--- config.mk ---
export PLATFORM = sky130hd
export DESIGN_NAME = rng_seq_ctrl
export DESIGN_NICKNAME = d
export VERILOG_FILES = /design/src/rtl/rng_seq_ctrl.sv
export SDC_FILE = /design/constraint.sdc
export NUM_CORES = 1
export LEC_CHECK = 0
export CAP_MARGIN = 20
export CORE_UTILIZATION = 51
export CTS_CLUSTER_DIAMETER = 120
export DETAILED_ROUTE_END_ITERATION = 10
export PLACE_DENSITY = 0.77
export REMOVE_ABC_BUFFERS = 1
export SLEW_MARGIN = 20
export SYNTH_ARGS = -nofsm -noshare
export SYNTH_HDL_FRONTEND = slang
export SYNTH_SLANG_ARGS = --single-unit
--- constraint.sdc ---
create_clock -name DOUB_BLF -period 2.5 [get_ports DOUB_BLF]
set_clock_uncertainty 0.05 [all_clocks]
set_input_delay 0.25 -clock DOUB_BLF [delete_from_list [all_inputs] [get_ports DOUB_BLF]]
set_output_delay 0.25 -clock DOUB_BLF [all_outputs]
set_load 0.05 [all_outputs]
--- src/rtl/rng_seq_ctrl.sv ---
// Sequencer for the tag RNG: turns decoded Gen2 commands into non-overlapping RNG strobes.
// Optional RNG_SLOT_CNT_EN adds a slot_cnt output counting QueryReps since the last Q load.
module rng_seq_ctrl #(
    parameter int PULSE_W = 2,
    parameter int GAP_W   = 2
) (
    input  logic       DOUB_BLF,
    input  logic       rst,
    input  logic       cmd_valid,
    input  logic [2:0] cmd_type,
    input  logic [3:0] cmd_q,
    input  logic [2:0] cmd_updn,
    input  logic       slot_valid,
    output logic       cmd_ready,
    output logic [3:0] Q,
    output logic       Q_update,
    output logic       slot_update,
    output logic       rn16_update,
    output logic       handle_update,
    output logic       rsp_valid,
    output logic [1:0] rsp_type,
    output logic       rsp_err
`ifdef RNG_SLOT_CNT_EN
    ,
    output logic [15:0] slot_cnt
`endif
);

    localparam logic [2:0] CMD_QUERY  = 3'd0;
    localparam logic [2:0] CMD_QREP   = 3'd1;
    localparam logic [2:0] CMD_QADJ   = 3'd2;
    localparam logic [2:0] CMD_HANDLE = 3'd3;
    localparam logic [2:0] CMD_RN     = 3'd4;

    localparam logic [2:0] UPDN_INC  = 3'b110;
    localparam logic [2:0] UPDN_DEC  = 3'b011;
    localparam logic [2:0] UPDN_HOLD = 3'b000;

    localparam logic [3:0] PULSE_LAST = 4'(PULSE_W - 1);
    localparam logic [3:0] GAP_LAST   = 4'(GAP_W - 1);

    typedef enum logic [2:0] {
        S_IDLE,
        S_DECODE,
        S_STROBE,
        S_GAP,
        S_CHECK,
        S_DONE
    } state_e;

    typedef enum logic [1:0] {
        STB_Q,
        STB_SLOT,
        STB_RN16,
        STB_HANDLE
    } strobe_e;

    state_e     state_q, state_d;
    strobe_e    sel_q, sel_d;
    logic [2:0] ctype_q, ctype_d;
    logic [3:0] cq_q, cq_d;
    logic [2:0] updn_q, updn_d;
    logic [3:0] q_q, q_d;
    logic [3:0] cnt_q, cnt_d;
    logic [1:0] rtype_q, rtype_d;
    logic       cmd_illegal;
    logic [3:0] q_adj;
`ifdef RNG_SLOT_CNT_EN
    logic [15:0] slot_cnt_q, slot_cnt_d;
`endif

    // UpDn is only meaningful for QueryAdjust; other commands ignore it.
    always_comb begin
        cmd_illegal = 1'b0;
        if (ctype_q > CMD_RN) begin
            cmd_illegal = 1'b1;
        end else if (ctype_q == CMD_QADJ &&
                     updn_q != UPDN_INC && updn_q != UPDN_DEC && updn_q != UPDN_HOLD) begin
            cmd_illegal = 1'b1;
        end
    end

    always_comb begin
        q_adj = q_q;
        if (updn_q == UPDN_INC && q_q != 4'hF) begin
            q_adj = q_q + 4'd1;
        end else if (updn_q == UPDN_DEC && q_q != 4'h0) begin
            q_adj = q_q - 4'd1;
        end
    end

    always_ff @(posedge DOUB_BLF or posedge rst) begin
        if (rst) begin
            state_q <= S_IDLE;
            sel_q   <= STB_Q;
            ctype_q <= '0;
            cq_q    <= '0;
            updn_q  <= '0;
            q_q     <= '0;
            cnt_q   <= '0;
            rtype_q <= '0;
`ifdef RNG_SLOT_CNT_EN
            slot_cnt_q <= '0;
`endif
        end else begin
            state_q <= state_d;
            sel_q   <= sel_d;
            ctype_q <= ctype_d;
            cq_q    <= cq_d;
            updn_q  <= updn_d;
            q_q     <= q_d;
            cnt_q   <= cnt_d;
            rtype_q <= rtype_d;
`ifdef RNG_SLOT_CNT_EN
            slot_cnt_q <= slot_cnt_d;
`endif
        end
    end

    always_comb begin
        state_d = state_q;
        sel_d   = sel_q;
        ctype_d = ctype_q;
        cq_d    = cq_q;
        updn_d  = updn_q;
        q_d     = q_q;
        cnt_d   = cnt_q;
        rtype_d = rtype_q;
`ifdef RNG_SLOT_CNT_EN
        slot_cnt_d = slot_cnt_q;
`endif
        case (state_q)
            S_IDLE: begin
                if (cmd_valid) begin
                    ctype_d = cmd_type;
                    cq_d    = cmd_q;
                    updn_d  = cmd_updn;
                    state_d = S_DECODE;
                end
            end
            S_DECODE: begin
                if (cmd_illegal) begin
                    state_d = S_IDLE;
                end else begin
                    cnt_d   = '0;
                    state_d = S_STROBE;
                    case (ctype_q)
                        CMD_QUERY: begin
                            q_d   = cq_q;
                            sel_d = STB_Q;
                        end
                        CMD_QADJ: begin
                            q_d   = q_adj;
                            sel_d = STB_Q;
                        end
                        CMD_QREP:   sel_d = STB_SLOT;
                        CMD_HANDLE: sel_d = STB_HANDLE;
                        default:    sel_d = STB_RN16;
                    endcase
`ifdef RNG_SLOT_CNT_EN
                    if (ctype_q == CMD_QUERY || ctype_q == CMD_QADJ) begin
                        slot_cnt_d = '0;
                    end else if (ctype_q == CMD_QREP && slot_cnt_q != 16'hFFFF) begin
                        slot_cnt_d = slot_cnt_q + 16'd1;
                    end
`endif
                end
            end
            S_STROBE: begin
                if (cnt_q == PULSE_LAST) begin
                    cnt_d   = '0;
                    state_d = S_GAP;
                end else begin
                    cnt_d = cnt_q + 4'd1;
                end
            end
            S_GAP: begin
                if (cnt_q == GAP_LAST) begin
                    cnt_d = '0;
                    case (sel_q)
                        STB_Q, STB_SLOT: state_d = S_CHECK;
                        STB_RN16: begin
                            rtype_d = 2'd1;
                            state_d = S_DONE;
                        end
                        default: begin
                            rtype_d = 2'd2;
                            state_d = S_DONE;
                        end
                    endcase
                end else begin
                    cnt_d = cnt_q + 4'd1;
                end
            end
            S_CHECK: begin
                // Q is already stable here, so slot_valid reflects the new slot counter.
                if (slot_valid) begin
                    sel_d   = STB_RN16;
                    cnt_d   = '0;
                    state_d = S_STROBE;
                end else begin
                    rtype_d = 2'd0;
                    state_d = S_DONE;
                end
            end
            S_DONE:  state_d = S_IDLE;
            default: state_d = S_IDLE;
        endcase
    end

    // Outputs decode straight from state so an async reset drops strobes at once.
    always_comb begin
        cmd_ready     = 1'b0;
        Q_update      = 1'b0;
        slot_update   = 1'b0;
        rn16_update   = 1'b0;
        handle_update = 1'b0;
        rsp_valid     = 1'b0;
        rsp_type      = 2'd0;
        rsp_err       = 1'b0;
        case (state_q)
            S_IDLE:   cmd_ready = 1'b1;
            S_DECODE: rsp_err = cmd_illegal;
            S_STROBE: begin
                case (sel_q)
                    STB_Q:    Q_update      = 1'b1;
                    STB_SLOT: slot_update   = 1'b1;
                    STB_RN16: rn16_update   = 1'b1;
                    default:  handle_update = 1'b1;
                endcase
            end
            S_DONE: begin
                rsp_valid = 1'b1;
                rsp_type  = rtype_q;
            end
            default: ;
        endcase
    end

    assign Q = q_q;
`ifdef RNG_SLOT_CNT_EN
    assign slot_cnt = slot_cnt_q;
`endif

endmodule

# Word level (Yosys, flattened, before mapping)
# Index checks and enable logic that the tools add are counted.
# op_classes
n_lt_le_gt_ge	1
mux	36
bitwise_logic	1
n_reduce_logical	24
n_eq_ne	24
add_sub_neg	3
# ops
op	n
4-bit 2-to-1 mux	5
3-bit by 2-bit equality test with 1-bit output, second input constant	5
3-bit case mux with 5 select lines	1
1-bit 2-to-1 mux	14
2-bit != test, second input constant	7
2-bit 2-to-1 mux	6
3-bit 2-to-1 mux	4
2-bit case mux with 2 select lines	3
4-bit case mux with 3 select lines	1
3-bit equality test, second input constant	3
3-bit AND reduction	3
4-bit by 1-bit adder with 4-bit output, second input constant	2
4-bit case mux with 2 select lines	1
4-bit AND reduction	2
3-bit by 1-bit equality test with 1-bit output, second input constant	2
3-bit zero test	2
2-bit case mux with 3 select lines	1
2-bit nonzero test	3
3-bit nonzero test	2
2-bit OR reduction	3
1-bit logical AND	5
4-bit by 1-bit equality test with 1-bit output, second input constant	1
4-bit != test, second input constant	1
4-bit nonzero test	1
11 further kinds	11
# totals
ff_bits	25
wordCells	97
input_bits	14
output_inout_bits	13

# Longest topological paths before layout
# Gate-level depths: netlist of run 1.
# depth
depth_word	8
depth_mapped	8
depth_no_buf	8

# Least setup slack after synthesis of run 1
# No wires, ideal clock.
# synth_timing
path_type	flip-flop to output port
startpoint	register state_q[0]
endpoint	output port Q_update
arrival_ps	2292
path_stages_with_launch	4
setup_slack_ps	-92
cell_sequence	dfrtp_1 -> clkbuf_1 -> clkbuf_1 -> nor4_1
# synth_via
elab_chain_len	2
# synth_lines
item	line_no	text
start: declaration	58	state_e state_q, state_d;
start signal: assignment	106	state_q <= state_d;
3-bit by 2-bit equality test with 1-bit output	221	case (state_q)
1-bit 2-to-1 mux	221	
end: declaration	16	output logic Q_update,
# Every way passes these cells.

# Final worst setup path of run 1
# layout_timing
startpoint	register state_q[0]
endpoint	output port cmd_ready
# layout_via
elab_chain_len	2
# layout_lines
item	line_no	text
3-bit zero test	221	
1-bit 2-to-1 mux	221	
end: declaration	14	output logic cmd_ready,
# Every way passes these cells.

==> impl_metrics.ini, run 1 <==
[sta]
drv_slew = 0
hold_violations = 0
finalCritPeriodShare_pct = 90.0
finalSetupTns_ns = 0
period_minus_slack_ns = 2.25
setup_slack_ns = 0.250
worstMarginPinSlew_ns = 0.593
rsz0062_at_grt = false
slew-limit-headroom_pct = 60.3
setup_viol = 0
max_freq_ghz = 0.445

[setup_path]
crit_slowest_cell = clkdlybuf4s50_1
cp_max_fo = 19
worstPathCellList = nor3_1 > clkdlybuf4s50_1
start_kind = register
cp-end-kind = output port
crit_type = reg2out
max_stage_delay_ns = 0.83
worstPathArrival_ns = 1.95
crit_required_ns = 2.20

[cts]
clk_path_buf_depth = 2
cts-buffers-inserted = 3
postCtsSetupRepairBufs = 0
clkSinkCount = 25
cts_tree = done
cts_root_buf = clkbuf_4
clk_pin_slew_ns = 0.14
insertion_delay_ns = 0.31
htree_levels = 1

[logic_synthesis]
synth_seq_area_share_pct = 43.7
syn_area_mm2 = 0.00143
synth-main-ff-cell = dfrtp_1
syn_area_per_cell_um2 = 10.2
yosysWarnings = 0
ys_types = 39
synth_cells = 141
synth_edf_count = 0
ys_ff_latch = 25
ys_async_sr_fraction_pct = 100

[flow_run]
cap_violations = 0

[place]
placed_cells = 195
pre_cts_slack_ns = 0.370
post-dp-hpwl_um = 2160
io_buffers = 26
gp_congestion = 0.849

[final_layout]
layout-drive-gt1-share_pct = 14.2
layout_commonest_cell = dfrtp_1
final_cell_mix = dfrtp_1, clkdlybuf4s50_1, mux2_2, nand2_1
post-route-util_pct = 69.2
n_antenna_cell = 0
stdcell_count = 199
area_delta_synth_final_pct = 24.1
nets = 189

[floorplanning]
die_width_um = 55
die_area_mm2 = 0.00303
fp.dieH_um = 55
ios = 27
std_cell_rows = 18
fp.coreArea_mm2 = 0.00257
start_util_pct = 55.8

[power_and_ir_drop]
power_density_mw_per_mm2 = 1310
finalPower_mw = 2.32
ir_drop_mv = 0.888
p_leak_nw = 0.907

[global_route]
antenna_found_initial = 0
grt_max_degree = 26
met2_usage_pct = 38.0
overflow = 0
grt-busiest-layer = met2
gr-usage-all-layers_pct = 21.9
use_met3_pct = 4.10
grt_pass1_vias = 1113
met1_usage_pct = 27.9
grt_pass1_wl_um = 4770

[route]
drc = 0
avgViaCountPerCell = 5.88
drt-initial-drc-count = 24
drt_pass1_iterations = 4
totalWireLength_um = 2940
vias = 1170
detail_route.wl_per_cell_um = 14.7
ant_nets = 0

[run_status]
outcome = finished, final reports clean

[worst_hold_path]
hold_path_class = in2async
## per-layer routing
layer	share of wire, %	routed length (µm)	vias to the layer above
met2	48	1420	34
li1	-	-	570
met3	5.0	146	2
met1	46	1350	564
met5	0	0	-
met4	0.51	15	0
## synth_stat cells (all sizes together) (2+ instances only)
library cell / n / area [µm²]
inv: 5 / 18.8
nand4: 3 / 25.0
nor2b: 4 / 25.0
clkbuf: 3 / 11.3
mux2: 12 / 135
a21oi: 8 / 40.0
nand2: 10 / 37.5
ha: 4 / 50.1
o2bb2ai: 2 / 17.5
nand3: 7 / 35.0
nor3b: 2 / 20.0
nand2b: 5 / 31.3
buf: 2 / 10.0
xor2: 2 / 17.5
nor3: 3 / 15.0
and2: 2 / 12.5
and3: 5 / 31.3
dfrtp: 25 / 626
o21ai: 7 / 35.0
nor2: 8 / 30.0
a21o: 2 / 15.0
nor4b: 2 / 23.8
a211o: 2 / 17.5
nor4: 4 / 25.0
## critical path: cells and delay by family (launching register included)
kind | cells | cell delay [ns]
simple gates | 1 | 0.22
buf+inv | 1 | 0.83
flops | 1 | 0.60
## where the power goes
group | switching, mW | leakage (nW) | total (mW) | internal [mW]
clock network | 0.116 | 0.0150 | 0.178 | 0.0622
logic | 0.705 | 0.587 | 1.27 | 0.566
registers | 0.282 | 0.305 | 0.875 | 0.593
total | 1.10 | 0.907 | 2.32 | 1.22
## area by class of cell
class                      count  area (µm²)
clock buffer                   4        26.3
fill                         217         790
inverter                       5        18.8
multi-input combinational    106         767
sequential                    25         626
tap                           30        37.5
timing repair buffer          29         303
## repair_timing
action / in CTS / in global routing
setup endpoints to repair: 0 / 8
hold endpoints to repair: 0 / 0
hold buffers: 0 / 0
resized for setup: 0 / 8
## per-stage QoR
stage	instance area (µm²)	hold slack [ns]
finish	1780	0.214
global route	1780	0.266
CTS	1760	0.225
detailed placement	1730	0.448
global placement	1730	0.433
floorplan	1410	0.227
## registers in the layout, summed over array words and instances (netlist names)
register  cells
cq_q          4
sel_q         2
ctype_q       3
updn_q        3
state_q       3
Q             4
rtype_q       2
cnt_q         4
## path summary, 6_finish.rpt
path | start | to | slack (ns) | cells after the start
worst max-delay path | state_q[0]$_DFFE_PP0P_ | cmd_ready | 0.25 | 2
worst min-delay path | rst | updn_q[0]$_DFFE_PP0P_ | 0.21 | 3
worst max register to register | updn_q[0]$_DFFE_PP0P_ | Q[3]$_DFFE_PP0P_ | 0.41 | 8
worst min register to register | rtype_q[1]$_DFFE_PP0P_ | rtype_q[1]$_DFFE_PP0P_ | 0.48 | 2
max in group asynchronous | rst | rtype_q[0]$_DFFE_PP0P_ | 1.95 | 3
min in group DOUB_BLF | cmd_type[0] | ctype_q[0]$_DFFE_PP0P_ | 0.43 | 3
## cells by family after synthesis
family	Yosys count	share of synthesized area (%)
muxes	13	10.1
and+or+nand+nor	58	23.5
adders and majority gates	5	4.89
AOI/OAI and AO/OA	27	13.2
buffers and inverters	10	2.79
xor gates and xnor gates	3	1.83
DFF	25	43.7
(Power assumes the default switching activity.)
==> inputs of run 2 (changes only) <==
--- a/config.mk
+++ b/config.mk
@@ -9,6 +9,7 @@
 export CORE_UTILIZATION = 51
 export CTS_CLUSTER_DIAMETER = 120
 export DETAILED_ROUTE_END_ITERATION = 10
+export HOLD_SLACK_MARGIN = 0.06
 export PLACE_DENSITY = 0.77
 export REMOVE_ABC_BUFFERS = 1
 export SLEW_MARGIN = 20
==> constraint.sdc (replaced) <==
create_clock -name DOUB_BLF -period 2.3 [get_ports DOUB_BLF]
set_clock_uncertainty 0.05 [all_clocks]
set_input_delay 0.23 -clock DOUB_BLF [delete_from_list [all_inputs] [get_ports DOUB_BLF]]
set_output_delay 0.23 -clock DOUB_BLF [all_outputs]
set_load 0.05 [all_outputs]
==> run 2 against run 1 <==
Net effect: sequential power is 6.4% higher; highest routed layer unchanged; die area stayed put; clock-buffer cell count is 1 lower; worst hold slack worse by 0.0053 ns; total power is 10% higher; sequential share of layout area is 0.59 points higher; non-clock buffer count is 1 higher; setup slack worse by 0.12 ns; final cell count is 0.50% higher; register-to-register slack worse by 0.26 ns.
==> impl_metrics.ini, run 2 (synthesis results as in run 1) <==
[setup_path]
max_stage_delay_ns = 0.83
start_kind = register
crit_required_ns = 2.02
worstPathArrival_ns = 1.89
crit_slowest_cell = clkdlybuf4s50_1
rrSetupSlack_ns = 0.15
cp-end-kind = output port
rr_worst_depth = 8
crit_type = reg2out
worstPathCellList = nor3_1 > clkdlybuf4s50_1
cp_max_fo = 11

[sta]
slew-limit-headroom_pct = 60.0
holdWs_ns = 0.209
drv_slew = 0
rsz0062_at_grt = false
hold_violations = 0
finalSetupTns_ns = 0
setup_slack_ns = 0.134
period_minus_slack_ns = 2.17
max_freq_ghz = 0.462
finalCritPeriodShare_pct = 94.2
worstMarginPinSlew_ns = 0.592
setup_viol = 0

[global_route]
antenna_found_initial = 0
grt_pass1_wl_um = 4730
grt_pass1_vias = 1084
gr-usage-all-layers_pct = 22.2
overflow = 0
grt_max_degree = 26

[power_and_ir_drop]
finalPower_mw = 2.56
power_density_mw_per_mm2 = 1460
ir_drop_mv = 1.10
p_leak_nw = 0.786

[cts]
ctsHoldBuffers = 0
clkSinkCount = 25
htree_levels = 1
cts_root_buf = clkbuf_4
cts-buffers-inserted = 3
insertion_delay_ns = 0.32
cts_tree = done
clk_path_buf_depth = 2
clk_pin_slew_ns = 0.14

[route]
detail_route.wl_per_cell_um = 15.2
vias = 1198
ant_nets = 0
totalWireLength_um = 3040
drc = 0
avgViaCountPerCell = 5.99
drt-initial-drc-count = 35
drt_pass1_iterations = 4

[place]
post-dp-hpwl_um = 2270
placed_cells = 196
io_buffers = 26
gp_congestion = 0.866
pre_cts_slack_ns = 0.179
placed_area_mm2 = 0.00172

[floorplanning]
fp.coreArea_mm2 = 0.00257
die_area_mm2 = 0.00303
std_cell_rows = 18
ios = 27
fp.dieH_um = 55
start_util_pct = 55.8
die_width_um = 55

[worst_hold_path]
hold_path_class = in2async

[final_layout]
multi_input_area_um2 = 773
fillCellCount = 220
post-route-util_pct = 68.4
fin_area_mm2 = 0.00176
final_cell_mix = dfrtp_1, clkdlybuf4s50_1, mux2_2, buf_4, nand2_1
nets = 190
register_area_um2 = 628
stdcell_count = 200
area_delta_synth_final_pct = 22.5
layout_commonest_cell = dfrtp_1
layout-drive-gt1-share_pct = 22.4
n_antenna_cell = 0

[run_status]
outcome = finished, final reports clean

[flow_run]
cap_violations = 0
==> run 2: routing by layer <==
layer	track usage (%)	vias to the layer above	part of all wire, %
li1	-	576	-
met1	29.0	576	44
met2	36.3	42	50
met3	4.92	4	5.6
met4	7.50	0	0.82
met5	0	-	0
==> run 2: worst max-delay path: cells and delay by family (launching register included) <==
family                 cells  cell delay (ns)
buffers and inverters      1             0.83
DFF                        1             0.52
and+or+nand+nor            1             0.22
==> run 2: final cells by class <==
| class | count | share of cell area [%] |
|---|---|---|
| clock buffer | 3 | 1.28 |
| clock inverter | 1 | 0.285 |
| inverter | 5 | 1.07 |
| multi-input combinational | 106 | 44.0 |
| sequential | 25 | 35.8 |
| tap | 30 | 2.14 |
| timing repair buffer | 30 | 15.4 |
==> run 2: what timing repair did <==
action / in CTS / in global routing
setup endpoints to repair: 0 / 1
setup buffers: 0 / 0
gates resized for setup: 0 / 4
==> run 2: final timing paths <==
kind	start	to
hold / removal	rst	sel_q[0]$_DFFE_PP0P_
hold reg to reg	cq_q[2]$_DFFE_PP0P_	cq_q[2]$_DFFE_PP0P_
max in group asynchronous	rst	Q[1]$_DFFE_PP0P_
setup / recovery	state_q[1]$_DFFE_PP0P_	cmd_ready
setup reg to reg	updn_q[0]$_DFFE_PP0P_	Q[3]$_DFFE_PP0P_
min in group DOUB_BLF	cmd_type[1]	ctype_q[1]$_DFFE_PP0P_
==> run 2: power by group <==
group          switching (mW)  internal, mW  total (mW)
clock                   0.132        0.0653       0.197
combinational           0.807         0.628        1.44
sequential              0.282         0.649       0.931
==> patch 1, RTL diff (settings of run 1) <==
Register the output `rsp_err`, cleared by the reset; this adds one clock of latency there. The other outputs are not delayed to match.
--- a/src/rtl/rng_seq_ctrl.sv
+++ b/src/rtl/rng_seq_ctrl.sv
@@ -55,6 +55,8 @@
         STB_HANDLE
     } strobe_e;
 
+    logic rsp_err_d;
+
     state_e     state_q, state_d;
     strobe_e    sel_q, sel_d;
     logic [2:0] ctype_q, ctype_d;
@@ -217,10 +219,10 @@
         handle_update = 1'b0;
         rsp_valid     = 1'b0;
         rsp_type      = 2'd0;
-        rsp_err       = 1'b0;
+        rsp_err_d     = 1'b0;
         case (state_q)
             S_IDLE:   cmd_ready = 1'b1;
-            S_DECODE: rsp_err = cmd_illegal;
+            S_DECODE: rsp_err_d = cmd_illegal;
             S_STROBE: begin
                 case (sel_q)
                     STB_Q:    Q_update      = 1'b1;
@@ -242,5 +244,13 @@
     assign slot_cnt = slot_cnt_q;
 `endif
 
+    always_ff @(posedge DOUB_BLF or posedge rst) begin
+        if (rst) begin
+            rsp_err <= '0;
+        end else begin
+            rsp_err <= rsp_err_d;
+        end
+    end
+
 endmodule
 
Check against the original RTL: not equivalent (a bounded check fails within 4 cycles, from zero or initial values and one cycle with rst high).
==> patch 1 against run 1 <==
Non-clock buffer count down 1; area after synthesis up 6.3%; largest power group unchanged; design area up 2.3%; wire length up 7.7%; die area up 6.1%; setup slack worse by 0.089 ns; sequential cell count up 1; total power up 5.4%; via count up 5.6%.
==> patch 1: results (changes against run 1) <==
- Status: finished clean
- Routed vias: 1235 (+5.6%)
- Core area: 0.00278 mm2 (+8.3%)
- Placed standard-cell area: 0.00180 mm2 (+4.0%)
- Syn Area/Cell: 10.1 um2 (-0.75%)
- Synth area leaders: dfrtp_1, mux2_2, nand2_1
- Clk slew on worst S/H paths: 0.15 ns
- Comb_multi_in: 114 (+7.5%)
- Largest net degree at the start of global routing: 27 (+3.8%)
- Number of inserted diodes: 0 (unchanged)
- Worst VDD drop: 0.885 mV (-0.34%)
- CP delay by family, top: simple AND/OR/NAND/NOR gates
- Signal inverters: 5 (unchanged)
- H-Tree Depth: 1 (unchanged)
- Flop2flop setup slack: 0.27 ns (-0.14 ns)
- Layout Cells excl Fill: 207 (+4.0%)
- Clkbuf count: 3 (-1)
- Post-Place Cells: 204 (+4.6%)
- Static leakage: 0.844 nW (-7.0%)
- Share of cells above drive strength 1: 14.8% (+0.57 points)
- Routability cong.: 0.816 (-3.9%)
- Post-route worst setup slack: 0.161 ns (-0.0891 ns)
- Crit path launch: state_q[2]$_DFFE_PP0P_
- First-pass GRT wire length: 5230 um (+9.7%)
- Critical Path AT: 2.04 ns (+0.09 ns)
- CP peak stage delay: 0.55 ns (-0.28 ns)
- Top cells by count, synth: dfrtp_1, nand2_1, mux2_2
- Fillcell total: 231 (+6.5%)
- Non-CTS buffers: 28 (-3.4%)
- Clock sink total: 26 (+4.0%)
- Max_slew headroom: 60.6% (+0.38 points)
- NonClk Buf Share: 14.9% (-2.2 points)
- Sequential share of the synthesized area: 42.7% (-0.94 points)
- Reg area: 651 um2 (+4.0%)
- Initial antenna violation count: 0 (unchanged)
- Synth unique cells: 49 (+26%)
- Post-DP HPWL: 2410 um (+12%)
- Detailed Route Iter0 Violations: 59 (+150%)
- Critical Path Fanout Max: 12 (-7)
- Average wire per standard cell: 15.3 um (+3.5%)
- Place WS: 0.258 ns (-0.112 ns)
- Slowest CP cell: dlygate4sd2_1
- Multi-input gate area in the final layout: 817 um2 (+6.5%)
- Clock network area share: 1.24% (-0.24 points)
- All-layer global routing usage: 21.0% (-0.90 points)
- Skew-Pair Late Insertion Delay: 0.33 ns (+0.02 ns)
==> patch 1: changes by cell type after synthesis, moves of 3 or more <==
cell,run 1,this run
nand2_1,10,20
nand2b_1,5,2
nand3_1,7,3
nor2_1,8,11
nor2b_1,4,1
o21ai_0,7,4
o22ai_1,0,3
==> patch 1: final timing paths <==
path | endpoint | cells past startpoint
setup / recovery | rn16_update | 4
hold / removal | Q[2]$_DFFE_PP0P_ | 3
setup reg to reg | Q[3]$_DFFE_PP0P_ | 8
hold reg to reg | rtype_q[0]$_DFFE_PP0P_ | 1
max in group asynchronous | cnt_q[2]$_DFFE_PP0P_ | 3
min in group DOUB_BLF | rtype_q[0]$_DFFE_PP0P_ | 1
==> patch 1: logic make-up (layout without fill, tap and decap cells) <==
group / Yosys count / after routing / synth area share, %
simple gates: 61 / 61 / 21.0
flops: 26 / 26 / 42.7
fa+ha+maj: 5 / 5 / 4.60
compound gates: 29 / 29 / 13.6
buf+inv: 11 / 36 / 4.03
xor+xnor: 2 / 2 / 1.15
mux: 17 / 17 / 12.8
==> patch 1: power by group <==
part	switching [mW]	internal [mW]
logic	0.775	0.600
clock network	0.121	0.0565
registers	0.284	0.614
==> patch 1: what timing repair did <==
action	in CTS	in global routing
pin swaps	0	0
hold buffers	0	0
endpoints found under the setup margin	6	1
buffers inserted	0	0
resized for setup	6	1
==> patch 1: stage by stage <==
stage / hold slack (ns) / utilization [%]
6_report: 0.202 / 65.4
5_1_grt: 0.220 / 65.4
4_1_cts: 0.218 / 65.3
3_5_place_dp: 0.452 / 64.7
3_3_place_gp: 0.432 / 64.7
2_1_floorplan: 0.240 / -
==> patch 1: routing by layer <==
layer  GRT usage [%]  share of wire [%]  vias up
li1                -                  -      598
met1            26.6                 44      587
met2            36.1                 49       42
met3            4.84                4.7        8
met4            5.57                2.1        0
met5               0                  0        -
==> patch 2, RTL diff (settings of run 1) <==
Without the edit above. Build with the macro `RNG_SLOT_CNT_EN` defined.
--- a/src/rtl/rng_seq_ctrl.sv
+++ b/src/rtl/rng_seq_ctrl.sv
@@ -1,5 +1,7 @@
 // Sequencer for the tag RNG: turns decoded Gen2 commands into non-overlapping RNG strobes.
 // Optional RNG_SLOT_CNT_EN adds a slot_cnt output counting QueryReps since the last Q load.
+`define RNG_SLOT_CNT_EN
+
 module rng_seq_ctrl #(
     parameter int PULSE_W = 2,
     parameter int GAP_W   = 2
Check against the original RTL (old outputs only; new: slot_cnt): equivalent (Yosys induction, for registers that start in step).
==> patch 2 against run 1 <==
Final cell count is 73% higher; sequential cell count grew 16; area after synthesis up 59%; sequential power up 26%; core utilization up 1.0 points; setup slack got worse by 0.0052 ns; synthesized cell count rose by 72%; wire length increased by 68%; total power is 38% higher; register-to-register slack worse by 0.16 ns; design area is 64% higher; die area up 57%; critical endpoint is now slot_cnt[2]$_DFFE_PP0P_; largest cell class unchanged; highest routed layer unchanged.
==> patch 2: results (changes against run 1) <==
- Met2 routed WL: 2410 um (+70%)
- Vias per std cell: 5.72 (-2.7%)
- Detailed Route Iter0 Violations: 136 (+470%)
- Worst-Margin Slew: 0.506 ns (-0.0864 ns)
- Static leakage: 1.27 nW (+40%)
- Sequential share of the synthesized area: 45.0% (+1.3 points)
- Number of inserted diodes: 0 (unchanged)
- Routability cong.: 0.817 (-3.7%)
- Vias in the first global route: 1799 (+62%)
- Wl on met1: 2310 um (+71%)
- Critical Path AT: 2.35 ns (+0.40 ns)
- Status: finished clean
- All-layer global routing usage: 23.3% (+1.4 points)
- H-Tree Depth: 2 (+1)
- Critical Path Fanout Max: 18 (-1)
- M3 GR Usage: 3.95% (-0.15 points)
- Yosys warns: 0 (unchanged)
- Synth unique cells: 49 (+26%)
- Initial antenna violation count: 0 (unchanged)
- Ys async rst share: 100% (unchanged)
- Average wire per standard cell: 14.3 um (-3.1%)
- Net count, final: 315 (+67%)
- Slowest CP cell: or4_1
- Max FFs per register: 16
- Met1 Use GR: 30.5% (+2.6 points)
- Hold Path Class: in2async
- Fin. max-slew vios: 0 (unchanged)
- Synth area leaders: dfrtp_1, mux2_2, o21ai_0
- WL met3: 138 um (-5.5%)
- Top Layer Used: met4
- Layout Cells excl Fill: 345 (+73%)
- Final hold slack: 0.336 ns (+0.121 ns)
- Post-Place Cells: 338 (+73%)
- Clk slew on worst S/H paths: 0.07 ns (-0.07 ns)
- Largest net degree at the start of global routing: 42 (+62%)
- CP delay by family, top: simple AND/OR/NAND/NOR gates
- First drt pass iteration count: 4 (unchanged)
- Input/output buffers: 42 (+62%)
- Skew-Pair Late Insertion Delay: 0.29 ns (-0.02 ns)
- Top cells by count, synth: dfrtp_1, nand2_1, o21ai_0
- Grt met2 use: 38.5% (+0.52 points)
- Clock buffer count from CTS: 5 (+2)
- CTS Root Cell: clkbuf_8
- Placed standard-cell area: 0.00282 mm2 (+63%)
- CP peak stage delay: 0.62 ns (-0.21 ns)
- Mapped Cells: 242 (+72%)
- Worst VDD drop: 0.717 mV (-19%)
- Post-DP HPWL: 3620 um (+67%)
- First-pass GRT wire length: 8050 um (+69%)
- Share of cells above drive strength 1: 13.2% (-0.98 points)
- Setup repair bufs after CTS: 0 (unchanged)
- Flop2flop setup slack: 0.25 ns (-0.16 ns)
- Crit path time final: 2.25 ns (+0.00522 ns)
- Place WS: 0.255 ns (-0.115 ns)
-- patch 2: cell types whose count changed after synthesis, moves of 6 or more --
cell,before,now
dfrtp_1,25,41
nand2_1,10,26
o21ai_0,7,20
or4_1,0,7
nor3_1,3,9
or3_1,0,6
-- patch 2: path summary, 6_finish.rpt --
path	endpoint	cells past startpoint	from
worst max-delay path	slot_cnt[2]$_DFFE_PP0P_	7	slot_cnt[0]$_DFFE_PP0P_
worst min-delay path	cnt_q[0]$_DFFE_PP0P_	3	rst
worst max register to register	slot_cnt[2]$_DFFE_PP0P_	7	slot_cnt[0]$_DFFE_PP0P_
worst min register to register	rtype_q[0]$_DFFE_PP0P_	1	rtype_q[0]$_DFFE_PP0P_
max in group asynchronous	slot_cnt[3]$_DFFE_PP0P_	3	rst
min in group DOUB_BLF	rtype_q[0]$_DFFE_PP0P_	1	rtype_q[0]$_DFFE_PP0P_
-- patch 2: cells by family after synthesis --
kind of cell	count (synthesis)	share of synthesized area, %
adder cells (fa/ha/maj)	6	3.62
flip-flops	41	45.0
multiplexers	10	4.88
XOR/XNOR	5	1.92
AND/OR/NAND/NOR	99	23.7
buffers and inverters	19	3.24
AO/OA/AOI/OAI	62	17.7
-- patch 2: power by group --
part | total, mW | switching [mW] | internal, mW
sequential | 1.10 | 0.220 | 0.880
clock | 0.429 | 0.210 | 0.219
combinational | 1.68 | 0.993 | 0.684
-- patch 2: what timing repair did --
item                                    4_1_cts  5_1_grt
endpoints found under the setup margin        0        4
gates resized for setup                       0        4
hold buffers                                  0        0
-- patch 2: cell type report --
| cell class | count | area, um2 |
|---|---|---|
| clock buffers | 7 | 86.3 |
| fillers | 343 | 1230 |
| inverters | 10 | 37.5 |
| multi-input cells | 182 | 1180 |
| flip-flops and latches | 41 | 1030 |
| well taps | 50 | 62.6 |
| repair buffers | 55 | 520 |
